<file path="src/rtl/uart_prog_loader_if.sv">
`default_nettype none
// ============================================================================
// uart_prog_loader_if : byte-strobe input and instruction-memory write port
// Revision: 1.0
// ============================================================================
interface uart_prog_loader_if #(
  parameter int ADDR_W = 10
);
  logic [7:0]        rx_data;
  logic              rx_valid;
  logic              mem_we;
  logic [ADDR_W-1:0] mem_addr;
  logic [31:0]       mem_wdata;
  logic              cpu_hold;
  logic              load_busy;
  logic              load_done;
  logic              load_err;

  // master: the loader itself; slave: the receiver/memory/CPU environment
  modport master (
    input  rx_data, rx_valid,
    output mem_we, mem_addr, mem_wdata, cpu_hold, load_busy, load_done, load_err
  );
  modport slave (
    output rx_data, rx_valid,
    input  mem_we, mem_addr, mem_wdata, cpu_hold, load_busy, load_done, load_err
  );
endinterface
`default_nettype wire

</file>
<file path="src/rtl/uart_prog_loader.sv">
`default_nettype none
// ============================================================================
// uart_prog_loader : frames UART bytes into a load packet and writes 32-bit
// words to instruction memory, holding the CPU until a full image is written.
// Optional checksum byte: `define UART_LOADER_CHECKSUM_EN
// Revision: 1.0
// ============================================================================
module uart_prog_loader #(
  parameter int          ADDR_W         = 10,
  parameter int          BASE_ADDR      = 0,
  parameter logic [7:0]  SYNC_BYTE      = 8'hA5,
  parameter int          TIMEOUT_CYCLES = 100000
) (
  input  wire                  clk,
  input  wire                  reset,
  uart_prog_loader_if.master   bus
);
  typedef enum logic [2:0] {
    S_IDLE   = 3'd0,
    S_LEN_LO = 3'd1,
    S_LEN_HI = 3'd2,
    S_DATA   = 3'd3,
`ifdef UART_LOADER_CHECKSUM_EN
    S_CSUM   = 3'd4,
`endif
    S_DONE   = 3'd5,
    S_ERR    = 3'd6
  } state_t;

`ifdef UART_LOADER_CHECKSUM_EN
  localparam state_t C_AFTER_DATA = S_CSUM;
`else
  localparam state_t C_AFTER_DATA = S_DONE;
`endif
  localparam int                C_TW        = $clog2(TIMEOUT_CYCLES + 1);
  localparam logic [C_TW-1:0]   C_TMO_LAST  = C_TW'(TIMEOUT_CYCLES - 1);
  localparam logic [ADDR_W-1:0] C_BASE      = ADDR_W'(BASE_ADDR);
  localparam logic [31:0]       C_MAX_WORDS = 32'((1 << ADDR_W) - BASE_ADDR);

  state_t            r_state;
  logic [15:0]       r_len;
  logic [ADDR_W:0]   r_idx;
  logic [1:0]        r_lane;
  logic [23:0]       r_word;
  logic [C_TW-1:0]   r_tmo;
`ifdef UART_LOADER_CHECKSUM_EN
  logic [7:0]        r_csum;
`endif
  logic              r_mem_we;
  logic [ADDR_W-1:0] r_mem_addr;
  logic [31:0]       r_mem_wdata;
  logic              r_cpu_hold;
  logic              r_load_busy;
  logic              r_load_done;
  logic              r_load_err;

  logic              w_waiting;
  logic              w_expired;
  logic              w_sync;
  logic [15:0]       w_len_full;

  assign w_waiting  = (r_state != S_IDLE) && (r_state != S_DONE) && (r_state != S_ERR);
  assign w_expired  = w_waiting && !bus.rx_valid && (r_tmo == C_TMO_LAST);
  assign w_sync     = bus.rx_valid && (bus.rx_data == SYNC_BYTE);
  assign w_len_full = {bus.rx_data, r_len[7:0]};

  always_ff @(posedge clk or posedge reset) begin
    if (reset) begin
      r_state     <= S_IDLE;
      r_len       <= '0;
      r_idx       <= '0;
      r_lane      <= '0;
      r_word      <= '0;
      r_tmo       <= '0;
`ifdef UART_LOADER_CHECKSUM_EN
      r_csum      <= '0;
`endif
      r_mem_we    <= 1'b0;
      r_mem_addr  <= C_BASE;
      r_mem_wdata <= '0;
      r_cpu_hold  <= 1'b1;
      r_load_busy <= 1'b0;
      r_load_done <= 1'b0;
      r_load_err  <= 1'b0;
    end else begin
      r_mem_we    <= 1'b0;
      r_load_done <= 1'b0;
      if (bus.rx_valid || !w_waiting) r_tmo <= '0;
      else if (!w_expired)           r_tmo <= r_tmo + 1'b1;

      if (w_expired) begin
        // partially assembled word is simply dropped with the lane reset
        r_state     <= S_ERR;
        r_lane      <= '0;
        r_load_err  <= 1'b1;
        r_load_busy <= 1'b0;
        r_cpu_hold  <= 1'b1;
      end else begin
        case (r_state)
          S_IDLE, S_ERR: begin
            if (w_sync) begin
              r_state     <= S_LEN_LO;
              r_idx       <= '0;
              r_lane      <= '0;
`ifdef UART_LOADER_CHECKSUM_EN
              r_csum      <= '0;
`endif
              r_cpu_hold  <= 1'b1;
              r_load_err  <= 1'b0;
              r_load_busy <= 1'b1;
            end
          end
          S_LEN_LO: begin
            if (bus.rx_valid) begin
              r_len[7:0] <= bus.rx_data;
`ifdef UART_LOADER_CHECKSUM_EN
              r_csum     <= r_csum ^ bus.rx_data;
`endif
              r_state    <= S_LEN_HI;
            end
          end
          S_LEN_HI: begin
            if (bus.rx_valid) begin
              r_len[15:8] <= bus.rx_data;
`ifdef UART_LOADER_CHECKSUM_EN
              r_csum      <= r_csum ^ bus.rx_data;
`endif
              if (w_len_full == 16'd0) begin
                r_state <= C_AFTER_DATA;
              end else if (32'(w_len_full) > C_MAX_WORDS) begin
                r_state     <= S_ERR;
                r_load_err  <= 1'b1;
                r_load_busy <= 1'b0;
                r_cpu_hold  <= 1'b1;
              end else begin
                r_state <= S_DATA;
              end
            end
          end
          S_DATA: begin
            if (bus.rx_valid) begin
`ifdef UART_LOADER_CHECKSUM_EN
              r_csum <= r_csum ^ bus.rx_data;
`endif
              r_lane <= r_lane + 2'd1;
              case (r_lane)
                2'd0: r_word[7:0]   <= bus.rx_data;
                2'd1: r_word[15:8]  <= bus.rx_data;
                2'd2: r_word[23:16] <= bus.rx_data;
                default: begin
                  r_mem_we    <= 1'b1;
                  r_mem_addr  <= C_BASE + r_idx[ADDR_W-1:0];
                  r_mem_wdata <= {bus.rx_data, r_word};
                  r_idx       <= r_idx + 1'b1;
                  if (32'(r_idx) + 32'd1 == 32'(r_len)) r_state <= C_AFTER_DATA;
                end
              endcase
            end
          end
`ifdef UART_LOADER_CHECKSUM_EN
          S_CSUM: begin
            if (bus.rx_valid) begin
              if (bus.rx_data == r_csum) begin
                r_state <= S_DONE;
              end else begin
                r_state     <= S_ERR;
                r_load_err  <= 1'b1;
                r_load_busy <= 1'b0;
                r_cpu_hold  <= 1'b1;
              end
            end
          end
`endif
          S_DONE: begin
            r_state     <= S_IDLE;
            r_load_done <= 1'b1;
            r_cpu_hold  <= 1'b0;
            r_load_busy <= 1'b0;
          end
          default: r_state <= S_IDLE;
        endcase
      end
    end
  end

  assign bus.mem_we    = r_mem_we;
  assign bus.mem_addr  = r_mem_addr;
  assign bus.mem_wdata = r_mem_wdata;
  assign bus.cpu_hold  = r_cpu_hold;
  assign bus.load_busy = r_load_busy;
  assign bus.load_done = r_load_done;
  assign bus.load_err  = r_load_err;
endmodule
`default_nettype wire

</file>
<file path="src/flat_wrapper.sv">
// flat-port wrapper written by rule: the top's interface ports become plain ports
module uart_prog_loader_flat 
#(
  parameter int          ADDR_W         = 10,
  parameter int          BASE_ADDR      = 0,
  parameter logic [7:0]  SYNC_BYTE      = 8'hA5,
  parameter int          TIMEOUT_CYCLES = 100000
)
  (clk, reset, bus_rx_data, bus_rx_valid, bus_mem_we, bus_mem_addr, bus_mem_wdata, bus_cpu_hold, bus_load_busy, bus_load_done, bus_load_err);
  uart_prog_loader_if #(.ADDR_W(ADDR_W)) bus_i ();
  input  wire clk;
  input  wire reset;
  input wire logic [$bits(bus_i.rx_data)-1:0] bus_rx_data;
  input wire logic [$bits(bus_i.rx_valid)-1:0] bus_rx_valid;
  output wire logic [$bits(bus_i.mem_we)-1:0] bus_mem_we;
  output wire logic [$bits(bus_i.mem_addr)-1:0] bus_mem_addr;
  output wire logic [$bits(bus_i.mem_wdata)-1:0] bus_mem_wdata;
  output wire logic [$bits(bus_i.cpu_hold)-1:0] bus_cpu_hold;
  output wire logic [$bits(bus_i.load_busy)-1:0] bus_load_busy;
  output wire logic [$bits(bus_i.load_done)-1:0] bus_load_done;
  output wire logic [$bits(bus_i.load_err)-1:0] bus_load_err;
  assign bus_i.rx_data = bus_rx_data;
  assign bus_i.rx_valid = bus_rx_valid;
  assign bus_mem_we = bus_i.mem_we;
  assign bus_mem_addr = bus_i.mem_addr;
  assign bus_mem_wdata = bus_i.mem_wdata;
  assign bus_cpu_hold = bus_i.cpu_hold;
  assign bus_load_busy = bus_i.load_busy;
  assign bus_load_done = bus_i.load_done;
  assign bus_load_err = bus_i.load_err;
  uart_prog_loader #(.ADDR_W(ADDR_W), .BASE_ADDR(BASE_ADDR), .SYNC_BYTE(SYNC_BYTE), .TIMEOUT_CYCLES(TIMEOUT_CYCLES)) u_core (.clk(clk), .reset(reset), .bus(bus_i));
endmodule
</file>
<file path="config.mk">
export PLATFORM = sky130hd
export DESIGN_NAME = uart_prog_loader_flat
export DESIGN_NICKNAME = d
export VERILOG_FILES = /design/src/rtl/uart_prog_loader_if.sv /design/src/rtl/uart_prog_loader.sv /design/src/flat_wrapper.sv
export SDC_FILE = /design/constraint.sdc
export NUM_CORES = 1
export LEC_CHECK = 0
export ABC_AREA = 0
export CAP_MARGIN = 30
export CORE_ASPECT_RATIO = 1.4
export CORE_MARGIN = 3
export CORE_UTILIZATION = 51
export DETAILED_ROUTE_END_ITERATION = 8
export PLACE_DENSITY = 0.76
export SLEW_MARGIN = 20
export SYNTH_ARGS = -nofsm -noshare
export SYNTH_HDL_FRONTEND = slang
export SYNTH_SLANG_ARGS = --single-unit
</file>
<file path="constraint.sdc">
create_clock -name clk -period 4.35 [get_ports clk]
set_clock_uncertainty 0.2 [all_clocks]
set_input_delay 0.87 -clock clk [delete_from_list [all_inputs] [get_ports clk]]
set_output_delay 0.87 -clock clk [all_outputs]
set_load 0.05 [all_outputs]
</file>
==> results of run 1 <==
-- cells in the mapped netlist, types with 3 or more instances --
library cell / count / area share, %
mux2_2: 57 / 12
inv_1: 10 / 0.69
buf_2: 5 / 0.46
nor3_2: 3 / 0.55
nor2_1: 34 / 2.4
xor2_1: 9 / 1.5
o21ai_0: 22 / 2.0
dfrtp_1: 119 / 55
nor3_1: 9 / 0.83
nand2b_1: 4 / 0.46
clkbuf_1: 10 / 0.69
or3_1: 4 / 0.46
nand3_1: 9 / 0.83
ha_1: 6 / 1.4
and3_1: 5 / 0.58
nor2b_1: 3 / 0.35
a21oi_1: 10 / 0.92
xnor2_1: 24 / 3.9
nand2_1: 97 / 6.7
o31ai_1: 6 / 0.83
nand4_1: 7 / 0.81
nor4_1: 6 / 0.69
-- final cells by class --
type	instances	area (sq um)
clock buffer	17	425.4
clock inverter	15	167.7
fill	774	3390
inverter	10	40.04
multi-input combinational	346	2293
sequential	120	3004
tap	135	168.9
timing repair buffer	61	625.6
-- sequential cells by signal, indices dropped and copies added, names as in the netlist --
name	flops
u_core.r_len	16
u_core.r_state	3
u_core.bus.mem_wdata	32
u_core.r_word	24
u_core.bus.mem_we	1
u_core.bus.load_err	1
u_core.bus.cpu_hold	1
u_core.r_idx	11
u_core.bus.load_done	1
u_core.bus.mem_addr	10
u_core.r_lane	2
u_core.bus.load_busy	1
u_core.r_tmo	17
-- worst register-to-register path: stages (launching register included) --
cell and delay [ns]:
dfrtp_1 0.66, nand2_1 0.18, nor2_1 0.37, nand2_1 0.13
inv_1 0.42, o21ai_1 0.41, o21ai_0 0.28, o41ai_1 0.10
-- path summary, 6_finish.rpt --
path | end
max | u_core.r_idx[7]
min | u_core.bus.mem_wdata[17]
max reg2reg | u_core.r_idx[7]
min reg2reg | u_core.bus.mem_wdata[17]
max in group asynchronous | u_core.bus.cpu_hold
min in group asynchronous | u_core.r_word[11]
-- metal layers --
layer,up-vias,share of wire (%),wire (microns)
li1,1837,-,-
met1,1936,40,4928
met2,109,53,6511
met3,25,4.0,487
met4,0,2.6,314
met5,-,0,0
-- kinds of logic (layout without fill, tap and decap cells) --
kind of cell / count (synthesis) / count (layout) / share of synthesized area (%)
and+or+nand+nor: 191 / 191 / 16.14
AOI/OAI and AO/OA: 58 / 58 / 7.437
buffers and inverters: 29 / 103 / 2.217
muxes: 58 / 58 / 12.03
DFF: 120 / 120 / 55.45
xor gates and xnor gates: 33 / 33 / 5.335
adders and majority gates: 6 / 6 / 1.386
-- metrics by stage --
step / setup slack [ns] / area [sq um] / hold WS (ns)
after floorplan: 0.09583 / 5418 / 0.2331
after global placement: 0.8894 / 6132 / 0.2445
after detailed placement: 0.7508 / 6132 / 0.2474
after CTS: 1.176 / 6725 / 0.2657
after global routing: 0.9341 / 6725 / 0.2838
final: 1.132 / 6725 / 0.2666
-- power groups by stage --
stage / Sequential [mW] / Clock, mW / Combinational, mW
after floorplan: 1.66 / 0 / 0.613
after global placement: 1.57 / 0 / 0.945
after detailed placement: 1.58 / 0 / 0.974
after CTS: 1.57 / 1.41 / 0.991
after global routing: 1.60 / 1.46 / 1.08
final: 1.58 / 1.39 / 0.984
==> results.tsv, run 1 <==
stage	metric	value	unit
yosys	Post-Syn Instances	495	
power_and_ir_drop	Clock Power Share	35.2	%
sta	final hold vios	0	
worst_setup_path	CP dominant cell by count	nand2_1	
global_route	Total GRT Usage	22.25	%
global_route	GRT Max-Usage Layer	met2	
finish	nets@finish	573	
global_route	first-pass GRT wire length	20440	microns
global_route	vias in the first global route	3963	
drt	ANT nets after route	0	
floorplanning	core area	0.01011	sq mm
power_and_ir_drop	Net Sw Frac	32.99	%
finish	Core Util, Final	66.49	%
sta	actual slew at the worst max-slew pin	0.8385	ns
worst_setup_path	Worst R2R Start	u_core.r_state[0]	
clock_network	CTS tree	yes	
yosys	Post-Syn Area	0.005418	sq mm
worst_setup_path	CP endpoint kind	register	
worst_setup_path	CP Launch Type	primary input	
worst_hold_path	min-delay worst type	register to register	
worst_setup_path	Crit path depth	8	
clock_network	Num Clock Sinks	120	
floorplanning	Die W	93.11	microns
finish	most frequent cells in the layout	dfrtp_1, nand2_1, mux2_2, clkdlybuf4s50_1, nor2_1	
clock_network	Clock Path Buffers	2	
clock_network	clk root buf	clkbuf_16	
power_and_ir_drop	total power	3.950	mW
finish	diode count	0	
sta	Finish-stage setup viols	0	
worst_setup_path	critical path arrival	3.30	ns
yosys	Netlist cell types	52	
global_route	initial antenna violation count	0	
power_and_ir_drop	NetSw	1.303	mW
run_status	status	finished, final reports clean	
sta	setup TNS	0	ns
drt	drt pass-1 iters	5	
power_and_ir_drop	leakage power figure	3.020	nW
floorplanning	# IOs	58	
power_and_ir_drop	Gate power share	24.9	%
sta	unrepaired setup endpoints after global routing	false	
floorplanning	die height	128.0	microns
global_route	met3 Track Usage GR	5.167	%
clock_network	Skew-Pair Late Insertion Delay	0.41	ns
sta	Final period util	73.98	%
global_route	met1 usage in global routing	26.65	%
yosys	Async S/R FF share, synth	100.0	%
worst_hold_path	hold path depth	2	
power_and_ir_drop	Pint	2.647	mW
floorplanning	Rows	43	
clock_network	Post-CTS Resized	0	
finish	Non-Filler Instances	704	
sta	max_slew headroom	43.79	%
place	placed cell count	672	
worst_setup_path	crit path max fanout	12	
power_and_ir_drop	P per Cell Area	587.4	mW/mm^2
drt	DRC Markers	0	
yosys	Main synth FF type	dfrtp_1	
worst_setup_path	Setup crit start	bus_rx_valid	
flow_run	max cap viols	0	
drt	Via density	5.550	
drt	vias	3907	
yosys	Synth Warn #	0	
global_route	grt met2 use	38.14	%
worst_setup_path	CP required	4.43	ns
worst_setup_path	Worst Reg2Reg Path Length in Cells	7	
yosys	syn avg cell area	10.94	sq um
place	RD Place Congestion	0.8763	
clock_network	Worst-path clk slew	0.06	ns
yosys	#FFs+latches synth	120	
clock_network	CTS buffer count	17	
place	Final HPWL DP	8165	microns
worst_hold_path	HP Start	u_core.r_word[17]	
place	number of port buffers	57	
worst_setup_path	delay-heaviest family, CP	buffers and inverters	
yosys	number of synthesized flops with an enable pin	0	
worst_setup_path	Worst path slowest cell	clkdlybuf4s50_1	
finish	Area growth, synth to finish	24.13	%
sta	Fmax	310.8	MHz
drt	final WL	12240	microns
drt	1st-iter DRT viols	289	
worst_setup_path	WS Path Type	primary input to register	
clock_network	setup bufs post-CTS	0	
clock_network	# hold bufs at CTS	0	
power_and_ir_drop	Flop pwr share	39.9	%
finish	commonest non-fill, non-tap cell in the layout	dfrtp_1	
sta	final critical-path required period	3.218	ns
sta	final slew viol count	0	
finish	layout cell share with drive strength beyond 1	18.28	%
worst_setup_path	buffers and inverters on the worst path	2	
power_and_ir_drop	peak supply drop	0.0003072	V
global_route	total gr overflow	0	
yosys	syn_nets	512	
drt	routed wire length per instance	17.39	microns
worst_setup_path	R2R setup slack	1.47	ns
global_route	pin count of the biggest net entering global routing	59	
worst_setup_path	crit-path max cell delay	0.58	ns
yosys	sequential fraction of the synthesis area	55.45	%
floorplanning	Initial Utilization	53.56	%
floorplanning	die area	0.01191	sq mm
worst_setup_path	cells along the critical path	clkdlybuf4s50_1 -> nand2_1 -> nor2_1 -> nand2_1 -> inv_1 -> o21ai_1 -> o21ai_0 -> o41ai_1	
clock_network	H-tree depth	4	
(Power assumes the default switching activity.)
==> run 2: changes to the inputs <==
- CORE_UTILIZATION: 51 -> 56
- PLACE_DENSITY: 0.76 -> 0.79
- clock period: 4.35 -> 3 ns (I/O delays scaled with it)
==> run 2 against run 1 <==
Compared with the run above:
- cell area rose by 1.8%
- setup slack worse by 0.87 ns
- clock-buffer cell count increased by 1
- final cell count down 1.4%
- first-iteration DRC count shrank 12%
- global-route usage increased by 1.8 points
- critical path depth is 1 lower
- sequential share of layout area down 0.80 points
- register-to-register slack got worse by 1.1 ns
- die area down 8.4%
- non-clock buffer count rose by 18
- critical endpoint is now u_core.bus.load_err
- largest cell class unchanged
- highest routed layer unchanged
==> results.tsv, run 2 (synthesis results as in run 1) <==
stage	metric	value	unit	change
sta	Finish-stage setup viols	0		unchanged
drt	DRC Markers	0		unchanged
sta	final hold vios	0		unchanged
clock_network	H-tree depth	4		unchanged
worst_setup_path	WS Path Type	primary input to register		
finish	Core Util, Final	74.16	%	+7.7 points
finish	Area growth, synth to finish	26.40	%	
clock_network	Clock Path Buffers	2		unchanged
sta	unrepaired setup endpoints after global routing	false		
sta	actual slew at the worst max-slew pin	0.7078	ns	-0.1307 ns
clock_network	Worst-path clk slew	0.05	ns	about the same
global_route	first-pass GRT wire length	19790	microns	-3.2%
global_route	vias in the first global route	4132		+4.3%
finish	most frequent cells in the layout	dfrtp_1, nand2_1, mux2_2, clkdlybuf4s50_1, nor2_1		
sta	final slew viol count	0		unchanged
place	Placed Area	0.006233	sq mm	+1.7%
floorplanning	Initial Utilization	58.67	%	+5.1 points
power_and_ir_drop	leakage power figure	3.121	nW	+3.3%
finish	commonest non-fill, non-tap cell in the layout	dfrtp_1		
worst_setup_path	critical path arrival	2.83	ns	-0.47 ns
floorplanning	# IOs	58		unchanged
floorplanning	core area	0.009234	sq mm	-8.7%
global_route	total gr overflow	0		unchanged
finish	diode count	0		unchanged
finish	post-route cell area	0.006848	sq mm	+1.8%
worst_setup_path	Worst path slowest cell	or3_1		
floorplanning	Die W	89.13	microns	-4.3%
clock_network	CTS buffer count	17		unchanged
place	RD Place Congestion	0.9303		+6.2%
clock_network	setup bufs post-CTS	0		unchanged
worst_setup_path	Crit path depth	7		-1
clock_network	clk root buf	clkbuf_16		
global_route	pin count of the biggest net entering global routing	121		+110%
run_status	status	finished, final reports clean		
drt	final WL	12030	microns	-1.7%
worst_hold_path	min-delay worst type	register to register		
worst_setup_path	delay-heaviest family, CP	simple AND/OR/NAND/NOR gates		
drt	vias	3973		+1.7%
worst_setup_path	cells along the critical path	clkdlybuf4s50_1 -> or3_1 -> nor4_1 -> o21ai_0 -> nor3_2 -> nand2_1 -> a221o_1		
floorplanning	die area	0.01091	sq mm	-8.4%
worst_setup_path	crit path max fanout	4		-8
drt	Via density	5.725		+3.2%
floorplanning	Rows	41		-4.7%
finish	layout cell share with drive strength beyond 1	20.78	%	+2.5 points
clock_network	CTS tree	yes		
sta	max_slew headroom	52.50	%	+8.7 points
global_route	Total GRT Usage	24.07	%	+1.8 points
power_and_ir_drop	peak supply drop	0.0005591	V	+82%
worst_setup_path	crit-path max cell delay	0.44	ns	-0.14 ns
worst_setup_path	CP Launch Type	primary input		
clock_network	Skew-Pair Late Insertion Delay	0.41	ns	about the same
global_route	initial antenna violation count	0		unchanged
drt	routed wire length per instance	17.34	microns	-0.28%
clock_network	# hold bufs at CTS	0		unchanged
sta	Fmax	364.7	MHz	
clock_network	Num Clock Sinks	120		unchanged
place	number of port buffers	57		unchanged
clock_network	Post-CTS Resized	0		unchanged
sta	final critical-path required period	2.742	ns	
sta	Final period util	91.40	%	
worst_setup_path	Worst Reg2Reg Path Length in Cells	7		unchanged
place	Final HPWL DP	7736	microns	-5.2%
finish	nets@finish	591		+3.1%
worst_hold_path	hold path depth	2		unchanged
power_and_ir_drop	P per Cell Area	848.8	mW/mm^2	+45%
floorplanning	die height	122.4	microns	-4.4%
finish	Largest register FFs	32		unchanged
flow_run	max cap viols	0		unchanged
drt	1st-iter DRT viols	253		-12%
worst_setup_path	buffers and inverters on the worst path	1		-1
drt	ANT nets after route	0		unchanged
drt	drt pass-1 iters	4		-1
worst_setup_path	CP endpoint kind	register		
worst_setup_path	CP required	3.09	ns	-1.34 ns
run 2: cell type report:
type	count	area, sq um
sequential	120	3004
clock inverter	14	175.2
clock buffer	18	439.2
tap	107	133.9
multi-input combinational	346	2293
inverter	10	41.29
fill	618	2386
timing repair buffer	79	760.7
run 2: through the flow:
stage                     hold slack [ns]   TNS, ns  std cells  worst slack (ns)  power, mW
final                              0.2663         0        694            0.2580      5.813
after global routing               0.2759         0        694           0.07046      6.081
after CTS                          0.2681         0        694            0.3059      5.837
after detailed placement           0.2508   -0.1159        662           -0.1049      3.726
after global placement             0.2435  -0.05867        662          -0.05867      3.659
after floorplan                    0.2331         0        495            0.5260      3.290
run 2: worst reg2reg max path, stage by stage (launching register included):
cell	delay, ns
dfrtp_1	0.38
ha_1	0.20
nand4_1	0.24
nor3_1	0.42
and2_1	0.37
and2b_1	0.30
a21oi_1	0.11
mux2_2	0.27
run 2: path summary, 6_finish.rpt:
| check | from | endpoint | slack [ns] |
|---|---|---|---|
| setup / recovery | bus_rx_data[3] | u_core.bus.load_err | 0.26 |
| hold / removal | u_core.r_word[7] | u_core.bus.mem_wdata[7] | 0.27 |
| setup reg to reg | u_core.r_tmo[0] | u_core.r_lane[0] | 0.40 |
| hold reg to reg | u_core.r_word[7] | u_core.bus.mem_wdata[7] | 0.27 |
| max in group asynchronous | reset | u_core.r_tmo[2] | 1.64 |
| min in group asynchronous | reset | u_core.bus.mem_wdata[30] | 0.53 |
run 2: metal layers:
metal	global-route usage (%)	vias to the layer above	share of wire [%]
li1	-	1872	-
met1	27.30	1971	39
met2	42.02	109	54
met3	6.111	21	4.2
met4	10.52	0	2.1
met5	0	-	0
run 2: report_power, final:
group | internal [mW] | total (mW) | switching (mW)
clock network | 1.33 | 2.07 | 0.737
logic | 0.672 | 1.47 | 0.800
registers | 1.97 | 2.27 | 0.303
==> run 3: changes to the inputs <==
- CORE_MARGIN: 3 -> default
- SETUP_SLACK_MARGIN: default -> 0.3
==> run 3 against run 2 <==
Compared with the run above:
- setup slack better by 0.16 ns
- clock power down 3%
- first-iteration DRC count down 23%
- hold slack worse by 0.0067 ns
- combinational power about the same
- sequential cell count unchanged
- sequential power about the same
- critical path depth down 1
- critical path type unchanged
- largest power group unchanged
- highest routed layer unchanged
==> results.tsv, run 3 (synthesis results as in run 1) <==
stage	metric	value	unit	change
finish	commonest non-fill, non-tap cell in the layout	dfrtp_1		
clock_network	Num Clock Sinks	120		unchanged
global_route	vias in the first global route	4276		+3.5%
sta	Fmax	387.7	MHz	+6.3%
sta	actual slew at the worst max-slew pin	0.6264	ns	-0.08137 ns
flow_run	max cap viols	0		unchanged
floorplanning	die area	0.01008	sq mm	-7.6%
floorplanning	Rows	42		+2.4%
clock_network	setup bufs post-CTS	0		unchanged
drt	1st-iter DRT viols	195		-23%
sta	final slew viol count	0		unchanged
power_and_ir_drop	leakage power figure	3.132	nW	+0.35%
worst_setup_path	R2R setup slack	0.48	ns	+0.08 ns
worst_hold_path	HP Start	u_core.r_word[12]		
floorplanning	Die W	85.13	microns	-4.5%
worst_setup_path	critical path arrival	2.68	ns	-0.15 ns
drt	drt pass-1 iters	4		unchanged
sta	max_slew headroom	58.24	%	+5.7 points
sta	Final WS setup	0.4207	ns	+0.1627 ns
finish	most frequent cells in the layout	dfrtp_1, nand2_1, mux2_2, clkdlybuf4s50_1, nor2_1		
clock_network	Skew-Pair Late Insertion Delay	0.41	ns	about the same
clock_network	CTS buffer count	17		unchanged
place	RD Place Congestion	0.8847		-4.9%
finish	nets@finish	596		+0.85%
worst_setup_path	R2R Path End	u_core.r_state[1]		
worst_setup_path	buffers and inverters on the worst path	1		unchanged
place	Placed Area	0.006262	sq mm	+0.46%
worst_setup_path	CP endpoint kind	register		
drt	routed wire length per instance	17.24	microns	-0.56%
sta	Final period util	85.98	%	-5.4 points
worst_setup_path	WS Path Type	primary input to register		
sta	unrepaired setup endpoints after global routing	true		
worst_hold_path	endpoint with the worst hold slack	u_core.bus.mem_wdata[12]		
power_and_ir_drop	P per Cell Area	840.7	mW/mm^2	-0.96%
power_and_ir_drop	peak supply drop	0.0004663	V	-17%
sta	final critical-path required period	2.579	ns	-0.1627 ns
global_route	total gr overflow	0		unchanged
sta	Finish-stage setup viols	0		unchanged
worst_setup_path	delay-heaviest family, CP	simple AND/OR/NAND/NOR gates		
place	number of port buffers	57		unchanged
sta	final hold vios	0		unchanged
worst_setup_path	Worst path slowest cell	or3_1		
finish	Non-Filler Instances	702		+1.2%
place	placed cell count	670		+1.2%
worst_setup_path	Setup crit start	bus_rx_data[3]		
drt	Via density	5.766		+0.73%
floorplanning	# IOs	58		unchanged
clock_network	clk root buf	clkbuf_16		
worst_setup_path	CP required	3.10	ns	about the same
worst_setup_path	cells along the critical path	clkdlybuf4s50_1 -> or3_1 -> or3_4 -> a2111oi_4 -> nor3_2 -> a221o_1		
finish	post-route cell area	0.006869	sq mm	+0.31%
place	pre-CTS setup slack	-0.004887	ns	+0.09999 ns
drt	vias	4048		+1.9%
global_route	first-pass GRT wire length	20760	microns	+4.9%
clock_network	# hold bufs at CTS	0		unchanged
worst_setup_path	Worst R2R Start	u_core.r_idx[0]		
clock_network	H-tree depth	4		unchanged
global_route	Total GRT Usage	26.79	%	+2.7 points
worst_setup_path	Worst Reg2Reg Path Length in Cells	7		unchanged
clock_network	Clock Path Buffers	2		unchanged
global_route	pin count of the biggest net entering global routing	121		unchanged
floorplanning	core area	0.009407	sq mm	+1.9%
clock_network	Worst-path clk slew	0.06	ns	about the same
place	Final HPWL DP	7919	microns	+2.4%
worst_hold_path	hold path depth	2		unchanged
floorplanning	die height	118.4	microns	-3.3%
global_route	initial antenna violation count	0		unchanged
finish	Area growth, synth to finish	26.79	%	
drt	final WL	12100	microns	+0.59%
drt	ANT nets after route	0		unchanged
finish	Largest register FFs	32		unchanged
drt	DRC Markers	0		unchanged
finish	diode count	0		unchanged
worst_setup_path	crit path max fanout	4		unchanged
power_and_ir_drop	total power	5.775	mW	-0.65%
worst_setup_path	CP Launch Type	primary input		
run_status	status	finished, final reports clean		
finish	Filler cells	604		-2.3%
worst_setup_path	crit-path max cell delay	0.43	ns	about the same
clock_network	CTS tree	yes		
worst_hold_path	min-delay worst type	register to register		
finish	layout cell share with drive strength beyond 1	22.13	%	+1.3 points
floorplanning	Initial Utilization	57.60	%	-1.1 points
[run 3: cell count changes in the layout (fill, tap and decap cells not counted), sizes merged]
cell,before,now
buf,22,27
bufinv,3,2
clkinv,7,5
clkinvlp,4,5
inv,10,12
[run 3: worst max-delay path by stage]
stage | endpoint | cells after the start
floorplan | u_core.bus.load_err | 5
global route | u_core.r_lane[0] | 7
detailed placement | u_core.bus.load_err | 6
CTS | u_core.r_state[1] | 7
global placement | u_core.bus.load_err | 6
finish | u_core.bus.load_err | 6
[run 3: timing repair]
| action | CTS | global route |
|---|---|---|
| endpoints found under the setup margin | 0 | 5 |
| hold endpoints to repair | 0 | 0 |
| resized for setup | 0 | 4 |
[run 3: report_power, final]
part	internal (mW)	switching, mW
clock	1.25	0.753
combinational	0.688	0.810
sequential	1.97	0.308
[run 3: layout make-up]
type | instances | area, sq um | share of cell area, %
sequential | 120 | 3004 | 43.73
inverter | 10 | 41.29 | 0.6011
clock inverter | 14 | 148.9 | 2.168
clock buffer | 18 | 439.2 | 6.393
multi-input combinational | 346 | 2312 | 33.66
timing repair buffer | 84 | 785.8 | 11.44
tap | 110 | 137.6 | 2.004
[run 3: worst reg2reg max path, cell delays in order (launching register included)]
cell      delay [ns]
dfrtp_1         0.47
ha_1            0.39
xnor2_1         0.20
nand4_1         0.11
a311o_1         0.37
nor4_1          0.17
a31oi_1         0.17
a2111o_1        0.31
[run 3: layer usage]
metal | routed length [microns] | up-vias | track usage [%]
met2 | 6439 | 97 | 46.52
met5 | 0 | - | 0
met4 | 379 | 0 | 13.56
met3 | 376 | 34 | 5.587
met1 | 4909 | 2025 | 30.94
li1 | - | 1892 | -
[run 3: stage by stage]
step             TNS, ns  util, %  hold WS [ns]
3_3_place_gp           0    66.57        0.2428
2_1_floorplan          0        -        0.2331
3_5_place_dp   -0.004887    66.57        0.2476
5_1_grt                0    73.02        0.2807
4_1_cts                0    72.83        0.2574
6_report               0    73.02        0.2596
